--- config.mk ---
export PLATFORM = sky130hd
export DESIGN_NAME = encap_tunnel_lookup
export DESIGN_NICKNAME = d
export VERILOG_FILES = /design/src/rtl/encap_tunnel_lookup_pkg.sv /design/src/rtl/encap_tunnel_lookup_bucket_match.sv /design/src/rtl/encap_tunnel_lookup.sv
export SDC_FILE = /design/constraint.sdc
export NUM_CORES = 1
export LEC_CHECK = 0
export ABC_AREA = 0
export CAP_MARGIN = 20
export CORE_AREA = 2 2 234 236
export CTS_CLUSTER_SIZE = 20
export DETAILED_ROUTE_END_ITERATION = 10
export DIE_AREA = 0 0 236 238
export DONT_BUFFER_PORTS = 1
export SETUP_SLACK_MARGIN = 0.02
export SLEW_MARGIN = 20
export SYNTH_ARGS = -nofsm -noshare
export SYNTH_HDL_FRONTEND = slang
export SYNTH_SLANG_ARGS = --single-unit
--- constraint.sdc ---
create_clock -name clk -period 3.84 [get_ports clk]
set_input_delay 0.768 -clock clk [delete_from_list [all_inputs] [get_ports clk]]
set_output_delay 0.768 -clock clk [all_outputs]
set_load 0.1 [all_outputs]
--- src/rtl/encap_tunnel_lookup_pkg.sv ---
// Shared widths, entry layout, FSM encoding and payload types for the encap tunnel lookup engine.
// Optional statistics counters are enabled with TUNNEL_LOOKUP_STATS_EN.
package encap_tunnel_lookup_pkg;

  localparam int unsigned TUNNEL_HASH_TABLE_DEPTH_NBITS = 10;
  localparam int unsigned TUNNEL_HASH_BUCKET_NBITS      = 192;
  localparam int unsigned TUNNEL_VALUE_NBITS            = 64;
  localparam int unsigned TUNNEL_VALUE_DEPTH_NBITS      = 8;
  localparam int unsigned TUNNEL_KEY_NBITS              = 32;
  localparam int unsigned TUNNEL_BUCKET_ENTRIES         = 4;

  localparam int unsigned DEPTH_NBITS       = TUNNEL_HASH_TABLE_DEPTH_NBITS;
  localparam int unsigned BUCKET_NBITS      = TUNNEL_HASH_BUCKET_NBITS;
  localparam int unsigned VALUE_NBITS       = TUNNEL_VALUE_NBITS;
  localparam int unsigned VALUE_DEPTH_NBITS = TUNNEL_VALUE_DEPTH_NBITS;
  localparam int unsigned KEY_NBITS         = TUNNEL_KEY_NBITS;
  localparam int unsigned ENTRIES           = TUNNEL_BUCKET_ENTRIES;
  localparam int unsigned ENTRY_NBITS       = BUCKET_NBITS / ENTRIES;
  localparam int unsigned ENTRY_IDX_NBITS   = $clog2(ENTRIES);
  localparam int unsigned STAT_NBITS        = 32;

  // Entry field offsets: valid at the MSB, ptr at the LSBs, key just above ptr.
  localparam int unsigned ENTRY_PTR_LSB   = 0;
  localparam int unsigned ENTRY_KEY_LSB   = ENTRY_PTR_LSB + VALUE_DEPTH_NBITS;
  localparam int unsigned ENTRY_VALID_BIT = ENTRY_NBITS - 1;
  localparam int unsigned ENTRY_RSVD_NBITS = ENTRY_VALID_BIT - (ENTRY_KEY_LSB + KEY_NBITS);

  typedef enum logic [2:0] {
    ST_IDLE     = 3'd0,
    ST_HT_RD    = 3'd1,
    ST_HT_WAIT  = 3'd2,
    ST_MATCH    = 3'd3,
    ST_VAL_RD   = 3'd4,
    ST_VAL_WAIT = 3'd5,
    ST_RESP     = 3'd6
  } state_t;

  typedef struct packed {
    logic                         valid;
    logic [ENTRY_RSVD_NBITS-1:0]  rsvd;
    logic [KEY_NBITS-1:0]         key;
    logic [VALUE_DEPTH_NBITS-1:0] ptr;
  } tunnel_entry_t;

  typedef struct packed {
    logic [KEY_NBITS-1:0]   key;
    logic [DEPTH_NBITS-1:0] hash0;
    logic [DEPTH_NBITS-1:0] hash1;
  } lookup_req_t;

  function automatic logic entry_match(input tunnel_entry_t e, input logic [KEY_NBITS-1:0] key);
    return e.valid && (e.key == key);
  endfunction

endpackage

--- src/rtl/encap_tunnel_lookup_bucket_match.sv ---
// Combinational key match across all entries of one hash bucket; the lowest matching entry wins.
// Module name kept as encap_tunnel_bucket_match so both banks share one instance type.
module encap_tunnel_bucket_match
  import encap_tunnel_lookup_pkg::*;
(
  input  logic [BUCKET_NBITS-1:0]      bucket,
  input  logic [KEY_NBITS-1:0]         key,
  output logic                         hit,
  output logic [ENTRY_IDX_NBITS-1:0]   idx,
  output logic [VALUE_DEPTH_NBITS-1:0] ptr
);

  tunnel_entry_t [ENTRIES-1:0] entries;
  logic unused_rsvd;

  assign entries = bucket;

  // Scan high to low so the lowest-index match is the last one written.
  always_comb begin
    hit         = 1'b0;
    idx         = '0;
    ptr         = '0;
    unused_rsvd = 1'b0;
    for (int i = ENTRIES - 1; i >= 0; i--) begin
      unused_rsvd = unused_rsvd ^ (^entries[i].rsvd);
      if (entry_match(entries[i], key)) begin
        hit = 1'b1;
        idx = ENTRY_IDX_NBITS'(i);
        ptr = entries[i].ptr;
      end
    end
  end

endmodule

--- src/rtl/encap_tunnel_lookup.sv ---
// Tunnel lookup engine: reads both hash banks, matches the key, fetches the value record.
// Define TUNNEL_LOOKUP_STATS_EN to add saturating hit/miss result counters.
module encap_tunnel_lookup
  import encap_tunnel_lookup_pkg::*;
(
  input  logic                         clk,
  input  logic                         rst,
  input  logic                         lookup_valid,
  output logic                         lookup_ready,
  input  logic [KEY_NBITS-1:0]         lookup_key,
  input  logic [DEPTH_NBITS-1:0]       lookup_hash0,
  input  logic [DEPTH_NBITS-1:0]       lookup_hash1,
  output logic                         tunnel_hash_table0_rd,
  output logic [DEPTH_NBITS-1:0]       tunnel_hash_table0_raddr,
  input  logic                         tunnel_hash_table0_ack,
  input  logic [BUCKET_NBITS-1:0]      tunnel_hash_table0_rdata,
  output logic                         tunnel_hash_table1_rd,
  output logic [DEPTH_NBITS-1:0]       tunnel_hash_table1_raddr,
  input  logic                         tunnel_hash_table1_ack,
  input  logic [BUCKET_NBITS-1:0]      tunnel_hash_table1_rdata,
  output logic                         tunnel_value_rd,
  output logic [VALUE_DEPTH_NBITS-1:0] tunnel_value_raddr,
  input  logic                         tunnel_value_ack,
  input  logic [VALUE_NBITS-1:0]       tunnel_value_rdata,
  output logic                         result_valid,
  input  logic                         result_ready,
  output logic                         result_hit,
  output logic [VALUE_NBITS-1:0]       result_value
`ifdef TUNNEL_LOOKUP_STATS_EN
  ,
  output logic [STAT_NBITS-1:0]        stat_hit_cnt,
  output logic [STAT_NBITS-1:0]        stat_miss_cnt
`endif
);

  state_t                       state_q;
  state_t                       state_d;
  lookup_req_t                  req_q;
  logic [BUCKET_NBITS-1:0]      bucket0_q;
  logic [BUCKET_NBITS-1:0]      bucket1_q;
  logic                         cap0_q;
  logic                         cap1_q;
  logic [VALUE_DEPTH_NBITS-1:0] ptr_q;

  logic                         got0_c;
  logic                         got1_c;
  logic                         accept_c;

  logic                         ready_d;
  logic                         ht_rd_d;
  logic                         val_rd_d;
  logic                         res_valid_d;

  logic                         m0_hit;
  logic                         m1_hit;
  logic [ENTRY_IDX_NBITS-1:0]   m0_idx;
  logic [ENTRY_IDX_NBITS-1:0]   m1_idx;
  logic [VALUE_DEPTH_NBITS-1:0] m0_ptr;
  logic [VALUE_DEPTH_NBITS-1:0] m1_ptr;
  logic                         unused_idx;

  encap_tunnel_bucket_match u_match0 (
    .bucket (bucket0_q),
    .key    (req_q.key),
    .hit    (m0_hit),
    .idx    (m0_idx),
    .ptr    (m0_ptr)
  );

  encap_tunnel_bucket_match u_match1 (
    .bucket (bucket1_q),
    .key    (req_q.key),
    .hit    (m1_hit),
    .idx    (m1_idx),
    .ptr    (m1_ptr)
  );

  assign unused_idx = ^{m0_idx, m1_idx};

  assign accept_c = (state_q == ST_IDLE) && lookup_valid && lookup_ready;
  assign got0_c   = cap0_q | tunnel_hash_table0_ack;
  assign got1_c   = cap1_q | tunnel_hash_table1_ack;

  assign tunnel_hash_table0_raddr = req_q.hash0;
  assign tunnel_hash_table1_raddr = req_q.hash1;
  assign tunnel_value_raddr       = ptr_q;

  always_ff @(posedge clk) begin
    if (rst) state_q <= ST_IDLE;
    else     state_q <= state_d;
  end

  always_comb begin
    state_d = state_q;
    unique case (state_q)
      ST_IDLE:     if (accept_c) state_d = ST_HT_RD;
      ST_HT_RD:    state_d = ST_HT_WAIT;
      ST_HT_WAIT:  if (got0_c && got1_c) state_d = ST_MATCH;
      ST_MATCH:    state_d = (m0_hit || m1_hit) ? ST_VAL_RD : ST_RESP;
      ST_VAL_RD:   state_d = ST_VAL_WAIT;
      ST_VAL_WAIT: if (tunnel_value_ack) state_d = ST_RESP;
      ST_RESP:     if (result_ready) state_d = ST_IDLE;
      default:     state_d = ST_IDLE;
    endcase
  end

  // Control outputs are decoded from the next state and registered, so they line up with the state.
  always_comb begin
    ready_d     = (state_d == ST_IDLE);
    ht_rd_d     = (state_d == ST_HT_RD);
    val_rd_d    = (state_d == ST_VAL_RD);
    res_valid_d = (state_d == ST_RESP);
  end

  always_ff @(posedge clk) begin
    if (rst) begin
      lookup_ready          <= 1'b0;
      tunnel_hash_table0_rd <= 1'b0;
      tunnel_hash_table1_rd <= 1'b0;
      tunnel_value_rd       <= 1'b0;
      result_valid          <= 1'b0;
    end else begin
      lookup_ready          <= ready_d;
      tunnel_hash_table0_rd <= ht_rd_d;
      tunnel_hash_table1_rd <= ht_rd_d;
      tunnel_value_rd       <= val_rd_d;
      result_valid          <= res_valid_d;
    end
  end

  // Request latch and per-bank bucket capture; a bank's first ack in HT_WAIT wins, repeats are dropped.
  always_ff @(posedge clk) begin
    if (rst) begin
      req_q     <= '0;
      bucket0_q <= '0;
      bucket1_q <= '0;
      cap0_q    <= 1'b0;
      cap1_q    <= 1'b0;
    end else begin
      if (accept_c) begin
        req_q <= '{key: lookup_key, hash0: lookup_hash0, hash1: lookup_hash1};
      end
      if (state_q == ST_HT_RD) begin
        cap0_q <= 1'b0;
        cap1_q <= 1'b0;
      end
      if (state_q == ST_HT_WAIT) begin
        if (tunnel_hash_table0_ack && !cap0_q) begin
          bucket0_q <= tunnel_hash_table0_rdata;
          cap0_q    <= 1'b1;
        end
        if (tunnel_hash_table1_ack && !cap1_q) begin
          bucket1_q <= tunnel_hash_table1_rdata;
          cap1_q    <= 1'b1;
        end
      end
    end
  end

  // Winning pointer and result payload; payload only changes outside RESP so it is stable while valid.
  always_ff @(posedge clk) begin
    if (rst) begin
      ptr_q        <= '0;
      result_hit   <= 1'b0;
      result_value <= '0;
    end else begin
      if (state_q == ST_MATCH) begin
        if (m0_hit) begin
          ptr_q <= m0_ptr;
        end else if (m1_hit) begin
          ptr_q <= m1_ptr;
        end else begin
          result_hit   <= 1'b0;
          result_value <= '0;
        end
      end
      if ((state_q == ST_VAL_WAIT) && tunnel_value_ack) begin
        result_hit   <= 1'b1;
        result_value <= tunnel_value_rdata;
      end
    end
  end

`ifdef TUNNEL_LOOKUP_STATS_EN
  // Saturating counters, one count per result handshake.
  always_ff @(posedge clk) begin
    if (rst) begin
      stat_hit_cnt  <= '0;
      stat_miss_cnt <= '0;
    end else if (result_valid && result_ready) begin
      if (result_hit) begin
        if (stat_hit_cnt != '1) stat_hit_cnt <= stat_hit_cnt + STAT_NBITS'(1);
      end else begin
        if (stat_miss_cnt != '1) stat_miss_cnt <= stat_miss_cnt + STAT_NBITS'(1);
      end
    end
  end
`endif

endmodule

==> results.json <==
{
  "final_max_slew_viol_count": 0,
  "synthAdderAreaFrac_pct": 0,
  "clk_pin_slew_ps": 60,
  "synthFlopType": "dfxtp_1",
  "ys_warn_count": 0,
  "area_delta_synth_final_pct": 11.9,
  "routed_wl_um": 73300,
  "netlist_area_mm2": 0.0200,
  "hp-class": "in2reg",
  "vdd_drop_max_uv": 320,
  "port_buffers": 0,
  "synth_enable_flop_cells": 0,
  "maxSlewHeadroom_pct": 18.9,
  "synth_area_leaders": "dfxtp_1 (46%), nand2_1 (16%), a21oi_1 (10%), xnor2_1 (6.7%), xor2_1 (4.3%)",
  "die_h_um": 238,
  "row_count": 85,
  "viasPerCell": 5.39,
  "cts_resized": 0,
  "die_w_um": 236,
  "setup_viol": 0,
  "p_int_mw": 8.69,
  "synth_mux_area_share_pct": 0,
  "async_flop_share_pct": 0,
  "initial_core_util_pct": 37.4,
  "first_global_vias": 16700,
  "crit_required_ps": 4300,
  "yosysUniqueCellTypes": 48,
  "worstSkewPairLatency_ps": 610,
  "period_minus_slack_ps": 3470,
  "cts_setup_buffers": 0,
  "fin_ws_ps": 367,
  "wl_per_cell_um": 22.8,
  "synth.yosys.seq_area_share_pct": 46.3,
  "synth_area_per_cell_um2": 7.82,
  "syn-num-nets": 3065,
  "tns_ps": 0,
  "yosys.area_share.simple_pct": 21.9,
  "rsz0062_at_grt": "no",
  "cts_tree": "built",
  "cts_buffers": 52,
  "dp_hpwl_um": 54000,
  "status": "finished clean",
  "pin_count": 605,
  "drt-initial-drc-count": 1253,
  "power_leakage_nw": 8.04,
  "gp_congestion": 0.857,
  "hold_buffers": 0,
  "final_hold_viol_count": 0,
  "synth_compound_area_share_pct": 15.3,
  "p_clk_share_pct": 46.0,
  "switchingPower_mw": 3.09,
  "final_layout_size_suffix_gt1_share_pct": 6.67,
  "grt_usage_pct": 25.0,
  "p_total_mw": 11.8,
  "critical_path_class": "reg2reg",
  "tightest_slew_ps": 1210,
  "seqPwrFrac_pct": 44.4,
  "cts-root-buf": "clkbuf_16",
  "drc": 0,
  "nets": 2971,
  "synth_cells": 2558,
  "start_kind": "flop",
  "gr-total-overflow": 0,
  "antenna_found_initial": 25,
  "post-route-util_pct": 41.8,
  "synth_area_leader_cell": "dfxtp_1",
  "fmax_ghz": 0.288,
  "comb_power_share_pct": 9.6,
  "drtAntennaViolNets": 0,
  "power_density_mw_per_mm2": 527,
  "drt_pass1_iterations": 5,
  "synthXorXnorAreaFrac_pct": 11.0,
  "clk_path_buf_depth": 3,
  "grt_max_degree": 455,
  "cts.sinks": 462,
  "drv_cap": 0,
  "coreArea_mm2": 0.0535,
  "vias": 17300,
  "synth_top_family_by_area": "simple AND/OR/NAND/NOR gates",
  "critPathMaxFanout": 66,
  "dieArea_mm2": 0.0562,
  "hold_ws_ps": 245,
  "dpl_worst_slack_ps": 469,
  "clock-skew-final_ps": 27.6,
  "swShare_pct": 26.2,
  "ys_ff_latch": 462,
  "cp_data_arrival_time_ps": 3930,
  "period_share_pct": 90.4,
  "netlist.area_leader.share_pct": 46.3,
  "end_kind": "flop",
  "grt_pass1_wl_um": 105000,
  "cts.htree.levels": 2
}
## layout make-up
cell class	instances	area, µm²
inverter	20	75.1
clock inverter	19	332
sequential	462	9250
fill	5420	31100
timing repair buffer	68	611
multi-input combinational	1860	9680
antenna	13	32.5
tap	696	871
clock buffer	76	1530
## flip-flops by register name, indices dropped and copies added, names as in the netlist
register	count
tunnel_hash_table0_raddr	10
state_q	3
cap1_q	1
result_value	64
tunnel_value_raddr	8
bucket1_q	164
result_hit	1
result_valid	1
tunnel_value_rd	1
tunnel_hash_table1_raddr	10
lookup_ready	1
req_q	32
tunnel_hash_table1_rd	1
bucket0_q	164
cap0_q	1
## synthesized netlist by cell type (8+ instances only)
library cell  instances
nand2_1             842
dfxtp_1             462
a21oi_1             408
xnor2_1             152
clkbuf_1            145
xor2_1               99
nor2_1               85
a2bb2oi_1            67
nand4_1              41
o21ai_0              38
buf_4                31
nor4_1               29
buf_2                22
inv_1                20
nand3_1              16
nor3_1               14
nand2b_1             11
buf_6                10
and3_1                8
buf_1                 8
## routing by layer
layer / up-vias / track usage [%] / share of wire (%)
met5: - / 0 / 0.22
met4: 24 / 10.2 / 3.3
met3: 154 / 5.93 / 7.6
met2: 614 / 41.7 / 48
met1: 8329 / 30.9 / 41
li1: 8203 / - / -
## critical path, stage by stage, from the launching register on
cell,delay [ps]
dfxtp_1,770
buf_4,340
xor2_1,170
nor4_1,70
and3_1,170
nand3_1,320
nand4_2,420
nor4_4,380
buf_12,300
a2bb2oi_1,230
nor2_1,60
## cell families after synthesis
group,count (synthesis)
buffers and inverters,236
XOR/XNOR,251
AO/OA/AOI/OAI,541
AND/OR/NAND/NOR,1068
flip-flops,462
## power by group through the flow
stage	clock [mW]	sequential [mW]	combinational, mW
after floorplan	0	5.14	1.01
after CTS	5.53	5.23	1.14
after global placement	0	5.33	1.11
final	5.42	5.23	1.13
after detailed placement	0	5.33	1.13
after global routing	5.72	5.24	1.24
## path summary, 6_finish.rpt
kind / end / from / depth (start not counted) / slack [ps]
setup / recovery: result_value[22] / req_q[20] / 10 / 370
hold / removal: tunnel_hash_table0_raddr[8] / rst / 1 / 240
setup reg to reg: result_value[22] / req_q[20] / 10 / 370
hold reg to reg: bucket1_q[7] / bucket1_q[7] / 2 / 450
## cells in the final DEF (no fill, tap or decap), types with 6 or more instances in the layout
master     count
nand2_1      842
dfxtp_1      461
a21oi_1      408
xnor2_1      152
xor2_1        99
nor2_1        84
a2bb2oi_1     67
buf_4         60
clkbuf_16     53
nand4_1       41
o21ai_0       38
nor4_1        29
inv_1         20
nand3_1       15
nor3_1        14
diode_2       13
clkbuf_8      12
nand2b_1      11
clkbuf_1      11
bufinv_16      8
buf_12         8
and3_1         7
clkinv_2       7
a21o_1         6
a32oi_1        6
## per-stage QoR
stage               instances  cell area [µm²]
floorplan                2558            20000
global placement         3106            20500
detailed placement       3106            20500
CTS                      3201            22300
global route             3212            22400
finish                   3214            22400
Note: power is estimated with default switching activity, not from simulation.
